`config.mk`:
```
export PLATFORM = sky130hd
export DESIGN_NAME = ucode_loader
export DESIGN_NICKNAME = d
export VERILOG_FILES = /design/src/rtl/ucode_loader.sv
export SDC_FILE = /design/constraint.sdc
export NUM_CORES = 1
export LEC_CHECK = 0
export ABC_AREA = 1
export BUFFER_PORTS_ARGS = -buffer_cell sky130_fd_sc_hd__buf_2
export CAP_MARGIN = 10
export CORE_ASPECT_RATIO = 1.25
export CORE_UTILIZATION = 30
export CTS_BUF_LIST = sky130_fd_sc_hd__clkbuf_16
export DETAILED_ROUTE_END_ITERATION = 6
export GPL_TIMING_DRIVEN = 0
export SETUP_SLACK_MARGIN = 0.15
export SLEW_MARGIN = 20
export SYNTH_ARGS = -nofsm -noshare
export SYNTH_HDL_FRONTEND = slang
export SYNTH_SLANG_ARGS = --single-unit
```
`constraint.sdc`:
```
create_clock -name CLK -period 2.2 [get_ports CLK]
set_input_delay 0.22 -clock CLK [delete_from_list [all_inputs] [get_ports CLK]]
set_output_delay 0.22 -clock CLK [all_outputs]
set_load 0.01 [all_outputs]
```
`src/rtl/ucode_loader.sv`:
```
// ucode_loader: write-side front end of the 256x24 microprogram control store.
// Takes a byte stream over a valid/ready handshake, packs each BYTES-byte group
// (most significant byte first) into one microword and strobes it into the
// control-store write port at an auto-incrementing address. The read port stays
// with the microsequencer; this block only ever drives the write side.
//
// All outputs are registered. The handshake/strobe flags are registered from the
// next-state decode, so they line up exactly with the state they describe.
module ucode_loader #(
    parameter int ADDR_W = 8,
    parameter int WORD_W = 24,   // must equal 8*BYTES
    parameter int BYTES  = 3
) (
    input  logic              CLK,
    input  logic              CLR_n,
    input  logic              start,
    input  logic [ADDR_W-1:0] start_addr,
    input  logic [ADDR_W:0]   len,
    input  logic              abort,
    input  logic [7:0]        byte_in,
    input  logic              byte_valid,
    output logic              byte_ready,
    output logic              we,
    output logic [ADDR_W-1:0] waddr,
    output logic [WORD_W-1:0] wdata,
    output logic              busy,
    output logic              done,
    output logic [ADDR_W:0]   words_written
);

    // Byte counter only needs to reach BYTES-1 before it wraps back to zero.
    localparam int CNT_W = (BYTES > 1) ? $clog2(BYTES) : 1;
    localparam logic [CNT_W-1:0] LAST_BYTE = CNT_W'(BYTES - 1);
    localparam logic [CNT_W-1:0] CNT_ONE   = CNT_W'(1);
    localparam logic [ADDR_W:0]  WORD_ONE  = (ADDR_W + 1)'(1);
    localparam logic [ADDR_W-1:0] ADDR_ONE = ADDR_W'(1);

    typedef enum logic [1:0] {
        S_IDLE    = 2'd0,
        S_COLLECT = 2'd1,
        S_WRITE   = 2'd2,
        S_DONE    = 2'd3
    } state_t;

    state_t           state;
    state_t           state_next;
    logic [CNT_W-1:0] byte_cnt;
    logic [ADDR_W:0]  len_q;
    logic             byte_xfer;
    logic             word_full;
    logic             last_word;

    // A byte is consumed only in COLLECT, and never in a cycle that is being
    // aborted: abort wins over a simultaneous transfer.
    assign byte_xfer = (state == S_COLLECT) && byte_valid && byte_ready && !abort;
    assign word_full = byte_xfer && (byte_cnt == LAST_BYTE);
    // Compared against the pre-increment count so the decision is made in the
    // WRITE cycle itself.
    assign last_word = ((words_written + WORD_ONE) == len_q);

    // State register; reset drops straight back to IDLE, killing any load.
    always_ff @(posedge CLK or negedge CLR_n) begin
        if (!CLR_n) begin
            state <= S_IDLE;
        end else begin
            state <= state_next;
        end
    end

    // Next-state decode: start only matters in IDLE, abort only in COLLECT/WRITE.
    always_comb begin
        state_next = state;
        case (state)
            S_IDLE: begin
                if (start) begin
                    state_next = (len == '0) ? S_DONE : S_COLLECT;
                end
            end
            S_COLLECT: begin
                if (abort) begin
                    state_next = S_IDLE;
                end else if (word_full) begin
                    state_next = S_WRITE;
                end
            end
            S_WRITE: begin
                if (abort) begin
                    state_next = S_IDLE;
                end else if (last_word) begin
                    state_next = S_DONE;
                end else begin
                    state_next = S_COLLECT;
                end
            end
            S_DONE: begin
                state_next = S_IDLE;
            end
            default: begin
                state_next = S_IDLE;
            end
        endcase
    end

    // Registered status/strobe flags, derived from where the FSM is heading so
    // they are valid for the whole cycle spent in that state.
    always_ff @(posedge CLK or negedge CLR_n) begin
        if (!CLR_n) begin
            byte_ready <= 1'b0;
            we         <= 1'b0;
            busy       <= 1'b0;
            done       <= 1'b0;
        end else begin
            byte_ready <= (state_next == S_COLLECT);
            we         <= (state_next == S_WRITE);
            busy       <= (state_next == S_COLLECT) || (state_next == S_WRITE);
            done       <= (state_next == S_DONE);
        end
    end

    // Datapath: address/length capture, byte assembly and write bookkeeping.
    always_ff @(posedge CLK or negedge CLR_n) begin
        if (!CLR_n) begin
            waddr         <= '0;
            wdata         <= '0;
            words_written <= '0;
            len_q         <= '0;
            byte_cnt      <= '0;
        end else begin
            case (state)
                S_IDLE: begin
                    if (start) begin
                        waddr         <= start_addr;
                        len_q         <= len;
                        words_written <= '0;
                        byte_cnt      <= '0;
                    end
                end
                S_COLLECT: begin
                    if (abort) begin
                        // Partial word is dropped; the next load starts from byte 0.
                        byte_cnt <= '0;
                    end else if (byte_xfer) begin
                        wdata    <= {wdata[WORD_W-9:0], byte_in};
                        byte_cnt <= word_full ? '0 : (byte_cnt + CNT_ONE);
                    end
                end
                S_WRITE: begin
                    // The strobe is already out this cycle, so the word counts as
                    // written even if abort arrives alongside it. Address wraps
                    // naturally modulo 2^ADDR_W.
                    waddr         <= waddr + ADDR_ONE;
                    words_written <= words_written + WORD_ONE;
                end
                default: begin
                    byte_cnt <= byte_cnt;
                end
            endcase
        end
    end

endmodule

```
==> results by group <==
STA
  • Hold Vio Cnt, Final: 0
  • Max_slew headroom: between 50% and 60%
  • Tcrit/Tclk final: around nine tenths
  • Tightest Pin Transition: 742.6 ps
  • Worst clock skew on the final layout: 6.049 ps
  • RSZ-0062 raised after global routing: true
  • Setup TNS: 0 ps
  • Total setup violations reported at the end of the flow: 0
  • Post-Route Hold Slack: approximately 100 ps
  • Total count of max-transition violations in the final report: 0
  • Peak clock frequency supported by timing: 512.6 MHz
  • Final critical path time including I/O delays and setup: 1951 ps

Power
  • Total power per unit cell area: roughly 1000 nW/µm²
  • Switching power: 1.143 mW
  • Sequential share of power: 41.8%
  • LEAKAGE: approximately 1.9 nW
  • Power Internal: approximately 2.6 mW
  • Clk pwr share: 35.3%
  • Switching share of total power: 30.95%
  • Maximum vdd ir drop: around 0.00049 V
  • Logic pwr share: 22.9%

Synthesis
  • Area share of xor/xnor cells in the synthesized design: 1.600%
  • Synth area leader: sky130_fd_sc_hd__dfrtp_1
  • Post-synthesis compound-gate area fraction: 10.60%
  • Mean Syn Cell Area: 8.449 µm²
  • Total nets after synthesis: 359
  • Ranking of synthesized cells by area: sky130_fd_sc_hd__dfrtp_1 (53%), sky130_fd_sc_hd__nand2_1 (14%), sky130_fd_sc_hd__inv_1 (5.1%), sky130_fd_sc_hd__nand3_1 (3.8%), sky130_fd_sc_hd__o21ai_0 (3.8%)
  • Count leader, synth: sky130_fd_sc_hd__nand2_1
  • Predominant post-synthesis flop cell: sky130_fd_sc_hd__dfrtp_1
  • Post-synth EDFFs: 0
  • Count of different cell masters after synthesis: 31
  • Area fraction in and, or, nand and nor cells after synthesis: about a quarter
  • Post-Syn Instances: between 300 and 400
  • Summed instance area of the synthesized netlist: approximately 2700 µm²
  • Sequential-to-total area share from yosys stat: 53.02%
  • Asr flop ratio synth: between 90% and 100%
  • Post-synthesis share of cell area spent on full adders, half adders and majority gates: 2.285%
  • Portion of netlist area occupied by mux cells: 0%
  • Post-synth top area share: 53.02%
  • Warnings from Yosys: 0
  • Synth Register Bits: 58
  • Top cells by instance count after synthesis: sky130_fd_sc_hd__nand2_1 (104), sky130_fd_sc_hd__dfrtp_1 (58), sky130_fd_sc_hd__inv_1 (37), sky130_fd_sc_hd__nand3_1 (21), sky130_fd_sc_hd__o21ai_0 (21)
  • Main combinational cell family by area after synthesis: simple AND/OR/NAND/NOR gates

Run
  • Reported max-cap violation count: 0

Finish
  • Multi-input combinational cell area: roughly 1100 µm²
  • Seq. cell area: 1453 µm²
  • Final layout net count: 450
  • Filler Cells Inserted: 927
  • Layout-stage area growth over the synthesis result: 31.72%
  • Antenna fix cells: 0
  • Final Util: between 40% and 50%
  • Proportion of layout cells with a drive suffix above 1: 27.86%

Detailed routing
  • Iteration-0 DRC count of the detailed router: 88
  • Antenna viol nets, final: 0
  • Wirelength, routed: 6718 µm
  • First-pass DRT Iterations: 5
  • Wirelength per Cell: 12.44 µm
  • DRC Markers: 0
  • Routed vias/inst: 4.522
  • Via total after detailed routing: 2,442

Die
  • Area enclosed by the die boundary: 9513 µm²
  • DIE HEIGHT: 108.8 µm
  • Die X: between 80 and 90 µm
  • Top-level port count: 75
  • Number of rows created at floorplan: 38
  • Standard cell core area: 8748 µm²
  • Effective utilization at floorplan: between 30% and 40%

Global route
  • GRT Overall Usage: 15.26%
  • Via count of the first global-routing pass: 2,402
  • Pin count of the biggest net entering global routing: between 50 and 60
  • Wire length of the first global-routing pass: 10,920 µm
  • Gr ovfl total: 0
  • Antenna violations before repair: 0

Critical path
  • Largest fanout on the critical path: 5
  • Kind of launch point of the worst setup path: register
  • Origin of the critical flop-to-flop path: words_written[1]
  • Source of the critical timing path: words_written[1]
  • Critical path arrival: 2160 ps
  • Endpoint required time on the critical path: roughly 2400 ps
  • Capturing element type of the critical path: register
  • Critical path start-end classification: register to register
  • Count of cells along the worst register-to-register path: 14

Hold path
  • Type of the tightest min-delay check: input pin to register
  • Number of stages on the worst hold path: 3
  • Start point of the worst hold path: byte_in[2]

Status
  • Result of the run: finished clean

CTS
  • Cell at the root of the clock tree: sky130_fd_sc_hd__clkbuf_16
  • Number of levels the H-tree was split into: 3
  • CTS tree: yes
  • Number of clock buffers inserted by TritonCTS: 9
  • Clk_lat worst skew: 320 ps
  • Clock-pin slew on the worst setup and hold paths: ~50 ps
  • TritonCTS sink count: slightly below 60
  • Worst-case clock buffer depth: 2

Place
  • Count of buffers from port buffering: 74
  • Placed wire-length estimate after detailed placement: approximately 4900 µm
  • GP Congestion: slightly above 0.8
[cell usage in the layout (no fill, tap or decap), types with 3 or more instances in the layout]
cell,instances
sky130_fd_sc_hd__o22ai_1,7
sky130_fd_sc_hd__nor2_2,3
sky130_fd_sc_hd__o21ai_0,20
sky130_fd_sc_hd__inv_1,40
sky130_fd_sc_hd__buf_4,6
sky130_fd_sc_hd__nand3b_1,3
sky130_fd_sc_hd__nor2_1,15
sky130_fd_sc_hd__o21ai_1,9
sky130_fd_sc_hd__clkbuf_16,9
sky130_fd_sc_hd__inv_2,3
sky130_fd_sc_hd__xnor2_1,3
sky130_fd_sc_hd__buf_2,81
sky130_fd_sc_hd__a21oi_1,6
sky130_fd_sc_hd__nand2_2,3
sky130_fd_sc_hd__dfrtp_1,57
sky130_fd_sc_hd__nand3_1,21
sky130_fd_sc_hd__o211ai_1,3
sky130_fd_sc_hd__ha_1,4
sky130_fd_sc_hd__nand2_1,101
[timing repair]
action                                 4_1_cts  5_1_grt
setup endpoints to repair                    1        4
endpoints found under the hold margin       12        0
hold buffers                                 1        0
buffers inserted                             0        5
pin swaps                                    0        4
gates resized for setup                      1        7
gates cloned                                 0        0
[cell families (layout without fill, tap and decap cells)]
group | after synthesis | count (layout)
flip-flops | 58 | 58
buffers and inverters | 48 | 144
AND/OR/NAND/NOR | 157 | 157
XOR/XNOR | 5 | 5
AO/OA/AOI/OAI | 51 | 51
adder cells (fa/ha/maj) | 5 | 5
[power groups by stage]
stage | Clock, mW | Sequential (mW) | Combinational [mW]
after CTS | 1.34 | 1.55 | 0.862
after global routing | 1.39 | 1.58 | 0.959
after detailed placement | 0 | 1.56 | 0.855
after floorplan | 0 | 1.64 | 0.359
after global placement | 0 | 1.54 | 0.848
final | 1.30 | 1.54 | 0.846
[per-layer routing]
metal	part of all wire, %	GRT usage, %	vias up
met5	0	0	-
met4	0.85	6.089	0
met3	6.0	4.391	5
met2	51	27.12	76
met1	42	17.01	1131
li1	-	-	1230
[flip-flops by register name, summed over array words and instances, names as in the netlist]
| signal | flops |
|---|---|
| busy | 1 |
| byte_cnt | 2 |
| byte_ready | 1 |
| done | 1 |
| len_q | 9 |
| state | 2 |
| waddr | 8 |
| wdata | 24 |
| we | 1 |
| words_written | 9 |
[metrics by stage]
stage	instance area (µm²)	instances	setup slack [ps]	total power, mW
global route	3606	540	103.5	3.929
CTS	3550	535	175.1	3.750
global placement	3258	518	192.8	2.392
detailed placement	3261	518	160.9	2.415
floorplan	2738	324	365.3	2.004
finish	3606	540	249.2	3.693
[area by class of cell]
type,instances,share of cell area (%)
multi-input combinational,218,30.88
clock inverter,7,1.492
sequential,58,40.28
inverter,40,4.164
buffer,8,1.110
timing repair buffer,80,11.66
tap,120,4.164
clock buffer,9,6.246
[final timing paths]
kind / slack (ps) / endpoint
setup / recovery: 250 / busy
hold / removal: 100 / wdata[2]
setup reg to reg: 250 / busy
hold reg to reg: 470 / wdata[23]
max in group asynchronous: 1160 / words_written[0]
min in group asynchronous: 530 / waddr[2]
[critical path, stage by stage (launching register included)]
cell and delay, ps:
sky130_fd_sc_hd__dfrtp_1 400, sky130_fd_sc_hd__ha_2 230, sky130_fd_sc_hd__nand2_4 70, sky130_fd_sc_hd__nor2_4 170, sky130_fd_sc_hd__nand2_1 90, sky130_fd_sc_hd__nand2_2 90
sky130_fd_sc_hd__nand2_2 50, sky130_fd_sc_hd__nand2_1 50, sky130_fd_sc_hd__nand2_1 50, sky130_fd_sc_hd__nor2_1 100, sky130_fd_sc_hd__nand3_1 110, sky130_fd_sc_hd__nand2_1 80
sky130_fd_sc_hd__nor2_1 50, sky130_fd_sc_hd__ha_1 270, sky130_fd_sc_hd__inv_1 30
No activity file was read; power rests on OpenSTA's default activity.
